File: config.mk
export PLATFORM = sky130hd
export DESIGN_NAME = alu_cmd_feeder
export DESIGN_NICKNAME = d
export VERILOG_FILES = /design/src/rtl/alu_cmd_feeder.sv
export SDC_FILE = /design/constraint.sdc
export NUM_CORES = 1
export LEC_CHECK = 0
export ABC_AREA = 1
export BUFFER_PORTS_ARGS = -buffer_cell sky130_fd_sc_hd__buf_4
export CORE_MARGIN = 3
export CORE_UTILIZATION = 55
export CTS_CLUSTER_DIAMETER = 100
export DETAILED_ROUTE_END_ITERATION = 7
export GPL_TIMING_DRIVEN = 0
export PLACE_DENSITY = 0.82
export SKIP_CTS_REPAIR_TIMING = 1
export SLEW_MARGIN = 20
export SYNTH_ARGS = -nofsm -noshare
export SYNTH_HDL_FRONTEND = slang
export SYNTH_SLANG_ARGS = --single-unit
export TNS_END_PERCENT = 50
File: constraint.sdc
create_clock -name clk -period 5.2 [get_ports clk]
set_input_delay 0.52 -clock clk [delete_from_list [all_inputs] [get_ports clk]]
set_output_delay 0.52 -clock clk [all_outputs]
set_load 0.005 [all_outputs]
File: src/rtl/alu_cmd_feeder.sv
// Command FIFO that feeds registered operand/opcode pairs to a downstream ALU/accumulator,
// with continuous (go) or single-step issue, flush/clear, and an issued-command counter.
module alu_cmd_feeder #(
    parameter int unsigned DEPTH = 4
) (
    input  logic                     clk,
    input  logic                     rst,
    input  logic                     in_valid,
    output logic                     in_ready,
    input  logic [3:0]               in_data,
    input  logic [2:0]               in_func,
    input  logic                     go,
    input  logic                     step,
    input  logic                     clear,
    output logic [3:0]               data,
    output logic [2:0]               func,
    output logic                     acc_clear_b,
    output logic                     issue,
    output logic [$clog2(DEPTH):0]   count,
    output logic [7:0]               issued_cnt
);

    localparam int unsigned PW = $clog2(DEPTH);
    localparam int unsigned CW = PW + 1;
    localparam int unsigned EW = 7;
    localparam logic [2:0]  FUNC_HOLD = 3'b111;

    typedef enum logic {IDLE, RUN} state_t;

    state_t          state_q, state_d;
    logic [PW-1:0]   wr_ptr_q, wr_ptr_d;
    logic [PW-1:0]   rd_ptr_q, rd_ptr_d;
    logic [CW-1:0]   count_q, count_d;
    logic [3:0]      data_q, data_d;
    logic [2:0]      func_q, func_d;
    logic            issue_q, issue_d;
    logic            acc_clear_b_q, acc_clear_b_d;
    logic [7:0]      issued_cnt_q, issued_cnt_d;
    logic [EW-1:0]   mem_q [DEPTH];
    logic            push_c, pop_c;

    // Ready is decoded from pre-edge occupancy, so a full FIFO refuses a push even when popping.
    assign in_ready = (count_q < CW'(DEPTH));

    always_comb begin
        push_c = in_valid && in_ready && !clear;
        pop_c  = (count_q != '0) && !clear &&
                 ((state_q == RUN && go) || (state_q == IDLE && step && !go));

        state_d       = state_q;
        wr_ptr_d      = wr_ptr_q;
        rd_ptr_d      = rd_ptr_q;
        count_d       = count_q;
        data_d        = 4'b0000;
        func_d        = FUNC_HOLD;
        issue_d       = 1'b0;
        acc_clear_b_d = !clear;
        issued_cnt_d  = issued_cnt_q;

        case (state_q)
            IDLE:    if (go)  state_d = RUN;
            RUN:     if (!go) state_d = IDLE;
            default: state_d = IDLE;
        endcase

        if (clear) begin
            state_d      = IDLE;
            wr_ptr_d     = '0;
            rd_ptr_d     = '0;
            count_d      = '0;
            issued_cnt_d = 8'd0;
        end else begin
            if (push_c) wr_ptr_d = wr_ptr_q + PW'(1);
            if (pop_c) begin
                rd_ptr_d     = rd_ptr_q + PW'(1);
                {data_d, func_d} = mem_q[rd_ptr_q];
                issue_d      = 1'b1;
                issued_cnt_d = issued_cnt_q + 8'd1;
            end
            count_d = count_q + CW'(push_c) - CW'(pop_c);
        end
    end

    // Storage array needs no reset: occupancy alone defines which entries are live.
    always_ff @(posedge clk) begin
        if (push_c) mem_q[wr_ptr_q] <= {in_data, in_func};
    end

    always_ff @(posedge clk or posedge rst) begin
        if (rst) begin
            state_q       <= IDLE;
            wr_ptr_q      <= '0;
            rd_ptr_q      <= '0;
            count_q       <= '0;
            data_q        <= 4'b0000;
            func_q        <= FUNC_HOLD;
            issue_q       <= 1'b0;
            acc_clear_b_q <= 1'b0;
            issued_cnt_q  <= 8'd0;
        end else begin
            state_q       <= state_d;
            wr_ptr_q      <= wr_ptr_d;
            rd_ptr_q      <= rd_ptr_d;
            count_q       <= count_d;
            data_q        <= data_d;
            func_q        <= func_d;
            issue_q       <= issue_d;
            acc_clear_b_q <= acc_clear_b_d;
            issued_cnt_q  <= issued_cnt_d;
        end
    end

    assign data        = data_q;
    assign func        = func_q;
    assign issue       = issue_q;
    assign acc_clear_b = acc_clear_b_q;
    assign count       = count_q;
    assign issued_cnt  = issued_cnt_q;

endmodule

==> impl_metrics.tcl, run 1 <==
set metrics [dict create \
    start_util_pct 58.33 \
    fp.coreArea_sq_um 4086 \
    yosys_register_bits 53 \
    wire_per_inst_um 13.33 \
    vias 1640 \
    worst_skew_pair.late_latency_ns 0.30 \
    drtIter0Drc 74 \
    period_needed_ns 1.948 \
    cap_violations 0 \
    fp.dieW_um 71.83 \
    cp_max_fo 10 \
    rsz0062_at_grt "no" \
    worstMarginPinSlew_ns 0.9225 \
    holdWs_ns 0.3027 \
    outcome "finished clean" \
    drt-vias-per-instance 5.157 \
    crit_family "simple AND/OR/NAND/NOR gates" \
    antenna_found_initial 0 \
    die_h_um 71.83 \
    hp-class "in2async" \
    grt_first_pass_wirelength_um 7458 \
    relSlewSlack_pct 38.12 \
    cts.clk_slew.worst_paths_ns 0.09 \
    h-tree-depth 2 \
    criticalPathCategory "reg2reg" \
    cts-root-buf "clkbuf_8" \
    syn_inst 227 \
    io-pin-count 34 \
    synth_top_area_share_pct 35.28 \
    cp.required_ns 5.39 \
    path_cells "nor2_1, nand2_2, nand2_4, buf_12, nand2_1, nand2_1, ha_1, inv_1, fa_1, xor2_1, nor2_1" \
    clock_path_buffers 2 \
    finalMaxSlewViolations 0 \
    skew_ns 0.006546 \
    yosys_warnings 0 \
    finalSetupViolCount 0 \
    synth_flop_cell "edfxtp_1" \
    cp-end-kind "register" \
    power_leakage_nw 1.288 \
    tritoncts "built" \
    numCtsBuffers 5 \
    areaGrowthSynthToFinish_pct 16.85 \
    worstPathBufferInverterCount 2 \
    synth_cell_types 27 \
    critPathSlowestCell "dfrtp_1" \
    rows 23 \
    synth-async-reset-ratio_pct 47.17 \
    grt_start_max_net_pins 26 \
    ant_nets 0 \
    nets 287 \
    port_buffers 33 \
    grt_use_total_pct 18.70 \
    num_antenna_cells 0 \
    die_area_sq_um 5160 \
    fin_cells 318 \
    hold_viol_final 0 \
    synth-seq-area-share_pct 61.68 \
    max_clock_freq_mhz 513.4 \
    firstDrtPassIters 4 \
    avgSynthCellArea_sq_um 10.50 \
    fin_crit_sh_pct 37.46 \
    max_stage_delay_ns 0.45 \
    synth_edf_count 28 \
    drc 0 \
    syn_nets 247 \
    dp_hpwl_um 3026 \
    overflow 0 \
    synthTopCellsByArea "edfxtp_1 (35%), dfrtp_1 (23%), nand2_1 (6.1%), nor2_1 (6.1%), inv_1 (3.8%)" \
    cp_data_arrival_time_ns 2.14 \
    synth_common_cells "nand2_1 (39), nor2_1 (39), edfxtp_1 (28), inv_1 (24), dfrtp_1 (22)" \
    n_fill_cell 319 \
    gp_congestion 0.7528 \
    grt_pass1_vias 1646 \
    netlist_area_sq_um 2384 \
    startpoint "count[1]" \
    final.setup.tns_ns 0 \
    drive_above_1_share_pct 24.63 \
    finalPower_mw 0.9554 \
    peakVddDrop_mv 0.2292 \
    routed_wl_um 4239 \
    powerDensity_nw_per_um2 343.0 \
    cts.sink_count 53 \
    yosysTopAreaCell "edfxtp_1" \
    dpl.cell_count 310 \
    worst_setup_path_start_kind "register" \
    regToRegStartpoint "count[1]" \
]
[placed cells by master (no fill, tap or decap), types with 2 or more instances in the layout]
cell type and count:
a21oi_1 3, buf_2 3, buf_4 35, clkbuf_8 5
clkinv_4 2, dfrtp_1 22, dfstp_2 3, edfxtp_1 28
ha_1 6, inv_1 23, nand2_1 39, nand2_2 3
nand3_1 12, nand3_2 7, nand4_1 3, nor2_1 39
o211ai_1 3, o21ai_0 17, xor2_1 3
[kinds of logic (layout without fill, tap and decap cells)]
kind of cell / count (synthesis) / count (layout) / synth area share, %
and+or+nand+nor: 105 / 105 / 20.26
DFF: 53 / 53 / 61.68
buffers and inverters: 33 / 74 / 6.771
adders and majority gates: 7 / 7 / 3.989
AOI/OAI and AO/OA: 25 / 25 / 5.827
xor gates and xnor gates: 4 / 4 / 1.470
[where the power goes]
part,switching (mW),internal [mW]
combinational,0.133,0.0935
sequential,0.0233,0.481
clock,0.129,0.0955
total,0.286,0.670
[state kept, by name (all words and copies together), names as in the netlist]
register / flops
mem_q: 28
issued_cnt: 8
data: 4
count: 3
func: 3
rd_ptr_q: 2
wr_ptr_q: 2
acc_clear_b: 1
issue: 1
state_q: 1
[path summary, 6_finish.rpt]
check                      slack [ns]          end  depth (start not counted)
hold reg to reg                  0.51      func[0]                          2
min in group clk                 0.41  mem_q[3][5]                          1
setup / recovery                 3.25     count[2]                         11
setup reg to reg                 3.25     count[2]                         11
max in group asynchronous        4.46      data[3]                          2
hold / removal                   0.30     count[0]                          2
[per-stage QoR]
step                utilization, %  setup slack (ns)  instance area [sq um]
floorplan                        -             3.345                   2384
global placement             65.92             3.109                   2694
detailed placement           65.92             3.091                   2694
CTS                          68.16             3.246                   2785
global route                 68.16             3.100                   2785
finish                       68.16             3.252                   2785
[metal layers]
layer / part of all wire (%) / wire (um) / track usage [%]
met5: 0 / 0 / 0
met3: 4.3 / 183 / 3.927
met4: 1.2 / 51 / 7.724
met2: 54 / 2268 / 32.45
met1: 41 / 1735 / 22.64
[final cells by class]
type	count	area, sq um	share of cell area, %
Buffer	7	61.31	2.201
Clock buffer	5	68.82	2.471
Clock inverter	3	22.52	0.8086
Inverter	26	100.1	3.594
Multi-Input combinational cell	141	752.0	27.00
Sequential cell	53	1470	52.79
Tap cell	50	62.56	2.246
Timing Repair Buffer	33	247.7	8.895
No activity file was read; power rests on OpenSTA's default activity.
==> run 2, diff against run 1 <==
Settings changed: ABC_AREA 1 to 0, CORE_UTILIZATION 55 to 50, PLACE_DENSITY 0.82 to 0.79.
Clock period 5.2 ns to 1.7 ns, I/O delays scaled along.
==> run 2 against run 1 <==
Against the previous run: the flow now finishes with violations (negative hold slack, negative setup slack); critical path depth decreased by 3; clock skew about the same; flip-flop and latch count unchanged; register-to-register slack got worse by 3.7 ns; power increased to 3.1 times the previous value; clock-buffer cell count increased by 1.
==> impl_metrics.tcl, run 2 <==
set metrics [dict create \
    grt.busiest_layer "met2" \
    ant_nets 0 \
    cts.sink_count 53 \
    use_met3_pct 4.821 \
    use_met2_pct 28.46 \
    cts-root-buf "clkbuf_8" \
    powerDensity_nw_per_um2 1098 \
    fp.coreArea_sq_um 4144 \
    cap_violations 0 \
    synth_cell_types 32 \
    cp.required_ns 1.88 \
    synth_flop_cell "edfxtp_1" \
    criticalPathCategory "reg2reg" \
    wire_per_inst_um 16.76 \
    h-tree-depth 2 \
    power_leakage_nw 1.113 \
    grt_use_total_pct 16.57 \
    io-pin-count 34 \
    max_stage_delay_ns 0.52 \
    die_area_sq_um 5305 \
    path_cells "or3b_4, a21oi_4, nand2_4, xnor2_2, ha_2, inv_2, fa_2, nor2_2" \
    vias 1264 \
    final.setup.tns_ns -0.9479 \
    syn_nets 165 \
    rsz0062_at_grt "yes" \
    cp_data_arrival_time_ns 2.34 \
    met1_usage_pct 20.51 \
    period_needed_ns 2.161 \
    synth-seq-area-share_pct 65.83 \
    outcome "complete, but fails checks" \
    max_clock_freq_mhz 462.6 \
    drc 0 \
    finalMaxSlewViolations 0 \
    drt-vias-per-instance 5.245 \
    hold_viol_final 22 \
    dpl.cell_count 227 \
    dp_hpwl_um 2775 \
    die_h_um 72.84 \
    holdWs_ns -0.05585 \
    gp_congestion 0.7662 \
    grt_start_max_net_pins 26 \
    netlist_area_sq_um 2233 \
    worstPathBufferInverterCount 1 \
    finalSetupViolCount 3 \
    start_util_pct 53.89 \
    mostFrequentLayoutCells "buf_4 (39), edfxtp_1 (28), dfrtp_1 (22)" \
    synth_common_cells "edfxtp_1 (28), dfrtp_1 (22), nor2_1 (16), xnor2_1 (11), inv_1 (9)" \
    cp_max_fo 7 \
    fin_cells 241 \
    drive_above_1_share_pct 40.84 \
    synth_most_common_cell "edfxtp_1" \
    largest_register_ffs 28 \
    violations "negative hold slack, negative setup slack" \
    antenna_found_initial 0 \
    placed_cell_area_sq_um 2541 \
    grt_first_pass_wirelength_um 6444 \
    port_buffers 32 \
    nets 210 \
    peakVddDrop_mv 0.6948 \
    worst_slack_ns -0.4615 \
    areaGrowthSynthToFinish_pct 21.51 \
    synth_top_area_share_pct 37.65 \
    synth_edf_count 28 \
    tritoncts "built" \
    finalPower_mw 2.980 \
    hp-class "in2async" \
    num_antenna_cells 0 \
    firstDrtPassIters 4 \
    max_flop_register "mem_q" \
    worst_skew_pair.late_latency_ns 0.30 \
    cts.clk_slew.worst_paths_ns 0.09 \
    fp.dieW_um 72.84 \
    fin_crit_sh_pct 127.1 \
    yosys_register_bits 53 \
    syn_inst 145 \
    synth-async-reset-ratio_pct 47.17 \
    synthTopCellsByArea "edfxtp_1 (38%), dfrtp_1 (25%), mux4_2 (7.1%), xnor2_1 (4.3%), dfstp_2 (3.5%)" \
    critPathSlowestCell "fa_2" \
    grt_pass1_vias 1328 \
    relSlewSlack_pct 40.29 \
    worst_setup_path_start_kind "register" \
    rows 23 \
    overflow 0 \
    worstMarginPinSlew_ns 0.8902 \
    cp-end-kind "register" \
    skew_ns 0.006975 \
    final_common_cell "buf_4" \
    routed_wl_um 4040 \
    drtIter0Drc 65 \
    yosysTopAreaCell "edfxtp_1" \
    post-route-cell-area_sq_um 2714 \
    crit_family "adder cells" \
    numCtsBuffers 5 \
    avgSynthCellArea_sq_um 15.40 \
    n_fill_cell 319 \
    yosys_warnings 0 \
    clock_path_buffers 2 \
]
run 2: cell types whose count changed in the layout (fill, tap and decap cells not counted), sizes merged, moves of 3 or more:
cell,change
or2,+3
xnor2,+10
and3,+4
o21ai,-17
nor2,-24
nand2,-38
o211ai,-3
and2,+4
mux4,+7
a211oi,+4
clkbuf,+3
inv,-17
nand3,-17
run 2: layout make-up:
cell class	count	area (sq um)	share of cell area, %
sequential	53	1470	54.17
multi-input combinational	78	739.5	27.25
timing repair buffer	39	292.8	10.79
clock buffer	6	82.58	3.043
tap	50	62.56	2.305
inverter	9	33.78	1.245
buffer	4	23.77	0.8760
clock inverter	2	8.758	0.3227
run 2: logic make-up after synthesis:
logic type / Yosys count / synth area share [%]
buf+inv: 14 / 3.081
compound gates: 9 / 4.258
mux: 9 / 7.955
xor+xnor: 12 / 4.706
fa+ha+maj: 7 / 4.258
simple gates: 41 / 9.916
flops: 53 / 65.83
run 2: worst paths after layout:
check | startpoint | end | slack (ns) | depth (start not counted)
hold reg to reg | issued_cnt[7] | issued_cnt[7] | 0.56 | 2
hold / removal | rst | issue | -0.06 | 2
max in group asynchronous | rst | data[1] | 1.34 | 2
setup / recovery | state_q | count[1] | -0.46 | 8
setup reg to reg | state_q | count[1] | -0.46 | 8
min in group clk | in_data[2] | mem_q[1][5] | 0.06 | 1
run 2: metal layers:
layer	vias up	wire length (um)
met5	-	0
met4	0	60
met3	8	229
met2	39	2121
met1	615	1628
li1	602	-
run 2: metrics by stage:
step	hold WS (ns)	setup slack, ns	utilization (%)
floorplan	0.1951	-0.5234	-
global placement	0.3683	-0.6863	61.32
detailed placement	0.3728	-0.7767	61.32
CTS	0.05676	-0.8007	63.53
global route	0.001255	-0.5383	65.49
finish	-0.05585	-0.4615	65.49
run 2: where the power goes:
group	leakage [nW]	switching [mW]	internal, mW
clock	0.0486	0.382	0.323
sequential	0.586	0.0806	1.47
combinational	0.478	0.359	0.362
total	1.11	0.822	2.16
==> run 3, diff against run 2 <==
Settings changed: GPL_TIMING_DRIVEN 0 to not set.
==> run 3 against run 2 <==
Against the previous run: the run ends with negative setup slack left; flip-flop and latch count unchanged; non-clock buffer count increased by 13; clock-buffer cell count stayed put; first-iteration DRC count up 1.5%; cell count rose by 5.4%; clock skew is 0.0063 ns higher.
==> impl_metrics.tcl, run 3 (synthesis gave the netlist of run 2 again) <==
set metrics [dict create \
    outcome "complete, but fails checks" \
    violations "negative setup slack" \
    pwr-share-seq_pct 49.7 \
    p_clk_share_pct 22.0 \
    rsz0062_at_grt "yes" \
    use_met3_pct 3.994 \
    start_util_pct 53.89 \
    finalMaxSlewViolations 0 \
    grt_start_max_net_pins 26 \
    wire_per_inst_um 16.58 \
    numCtsBuffers 5 \
    max_flop_register "mem_q" \
    n_fill_cell 282 \
    fin_crit_sh_pct 121.2 \
    antenna_found_initial 0 \
    largest_register_ffs 28 \
    die_h_um 72.84 \
    nets 223 \
    mostFrequentLayoutCells "buf_4 (50), edfxtp_1 (28), dfrtp_1 (22)" \
    grt.busiest_layer "met2" \
    hold_viol_final 0 \
    clock_path_buffers 2 \
    cap_violations 0 \
    rows 23 \
    finalSetupViolCount 2 \
    fp.dieW_um 72.84 \
    routed_wl_um 4211 \
    cp.required_ns 1.93 \
    power_leakage_nw 1.182 \
    final_common_cell "buf_4" \
    worst_skew_pair.late_latency_ns 0.30 \
    drive_above_1_share_pct 42.16 \
    worst_setup_path_start_kind "register" \
    gp_congestion 0.7658 \
    io-pin-count 34 \
    cts-root-buf "clkbuf_8" \
    h-tree-depth 2 \
    final.setup.tns_ns -0.6781 \
    die_area_sq_um 5305 \
    drc 0 \
    met1_usage_pct 21.54 \
    fp.coreArea_sq_um 4144 \
    port_buffers 33 \
    post-route-cell-area_sq_um 2873 \
    dp_hpwl_um 2940 \
    grt_pass1_vias 1430 \
    areaGrowthSynthToFinish_pct 28.63 \
    cts.clk_slew.worst_paths_ns 0.10 \
    tritoncts "built" \
    grt_use_total_pct 17.34 \
    hp-class "in2reg" \
    intPower_mw 2.251 \
    p_comb_share_pct 28.3 \
    skew_ns 0.01323 \
    overflow 0 \
    cp_max_fo 2 \
    worstMarginPinSlew_ns 0.3739 \
    cp-end-kind "register" \
    num_antenna_cells 0 \
    drt-vias-per-instance 5.248 \
    cp_data_arrival_time_ns 2.29 \
    max_clock_freq_mhz 485.3 \
    powerDensity_nw_per_um2 1086 \
    swShare_pct 27.85 \
    worst_slack_ns -0.3607 \
    peakVddDrop_mv 0.7431 \
    relSlewSlack_pct 75.07 \
    grt_first_pass_wirelength_um 6837 \
    switching_power_mw 0.8689 \
    drtIter0Drc 66 \
    cts.sink_count 53 \
    use_met2_pct 30.66 \
    period_needed_ns 2.061 \
    vias 1333 \
    ant_nets 0 \
    criticalPathCategory "reg2reg" \
    placed_cell_area_sq_um 2734 \
    firstDrtPassIters 4 \
]
-- run 3: worst paths after layout --
check	slack (ns)	cells past startpoint	to	startpoint
worst min register to register	0.55	2	issued_cnt[7]	issued_cnt[7]
worst min-delay path	0.07	1	mem_q[3][5]	in_data[2]
min in group asynchronous	0.48	4	issued_cnt[3]	rst
worst max-delay path	-0.36	9	count[2]	state_q
worst max register to register	-0.36	9	count[2]	state_q
max in group asynchronous	0.92	4	func[0]	rst
-- run 3: metrics by stage --
step                hold slack, ns  setup slack (ns)  power [mW]  std cells  util [%]
floorplan                   0.1951           -0.5234       1.991        145         -
global placement            0.2401           -0.3316       2.361        244     65.97
detailed placement          0.2482           -0.4269       2.403        244     65.97
CTS                       -0.08052           -0.4540       3.082        252     68.12
global route               0.05322           -0.4756       3.284        254     69.32
finish                     0.06845           -0.3607       3.119        254     69.32
-- run 3: layer usage --
layer  vias to the layer above  wire length [um]
li1                        624                 -
met1                       669              1697
met2                        34              2272
met3                         6               188
met4                         0                53
met5                         -                 0
-- run 3: power groups by stage --
stage / clock network (mW) / logic, mW / registers [mW]
after floorplan: 0 / 0.419 / 1.57
after global placement: 0 / 0.792 / 1.57
after detailed placement: 0 / 0.825 / 1.58
after CTS: 0.701 / 0.830 / 1.55
after global routing: 0.764 / 0.958 / 1.56
final: 0.687 / 0.882 / 1.55
-- run 3: layout make-up --
| class | count | area (sq um) | area share, % |
|---|---|---|---|
| clock buffer | 6 | 72.57 | 2.526 |
| inverter | 9 | 33.78 | 1.176 |
| clock inverter | 2 | 16.27 | 0.5662 |
| multi-input combinational | 78 | 732.0 | 25.48 |
| timing repair buffer | 56 | 485.5 | 16.90 |
| tap | 50 | 62.56 | 2.178 |
| sequential | 53 | 1470 | 51.18 |
-- run 3: worst max-delay path, cell delays in order (launching register included) --
cell	delay, ns
dfrtp_1	0.39
or3b_4	0.39
a21oi_4	0.15
nand2_2	0.09
xnor2_2	0.13
ha_2	0.18
inv_2	0.04
fa_2	0.34
xnor2_2	0.14
nor2_1	0.14
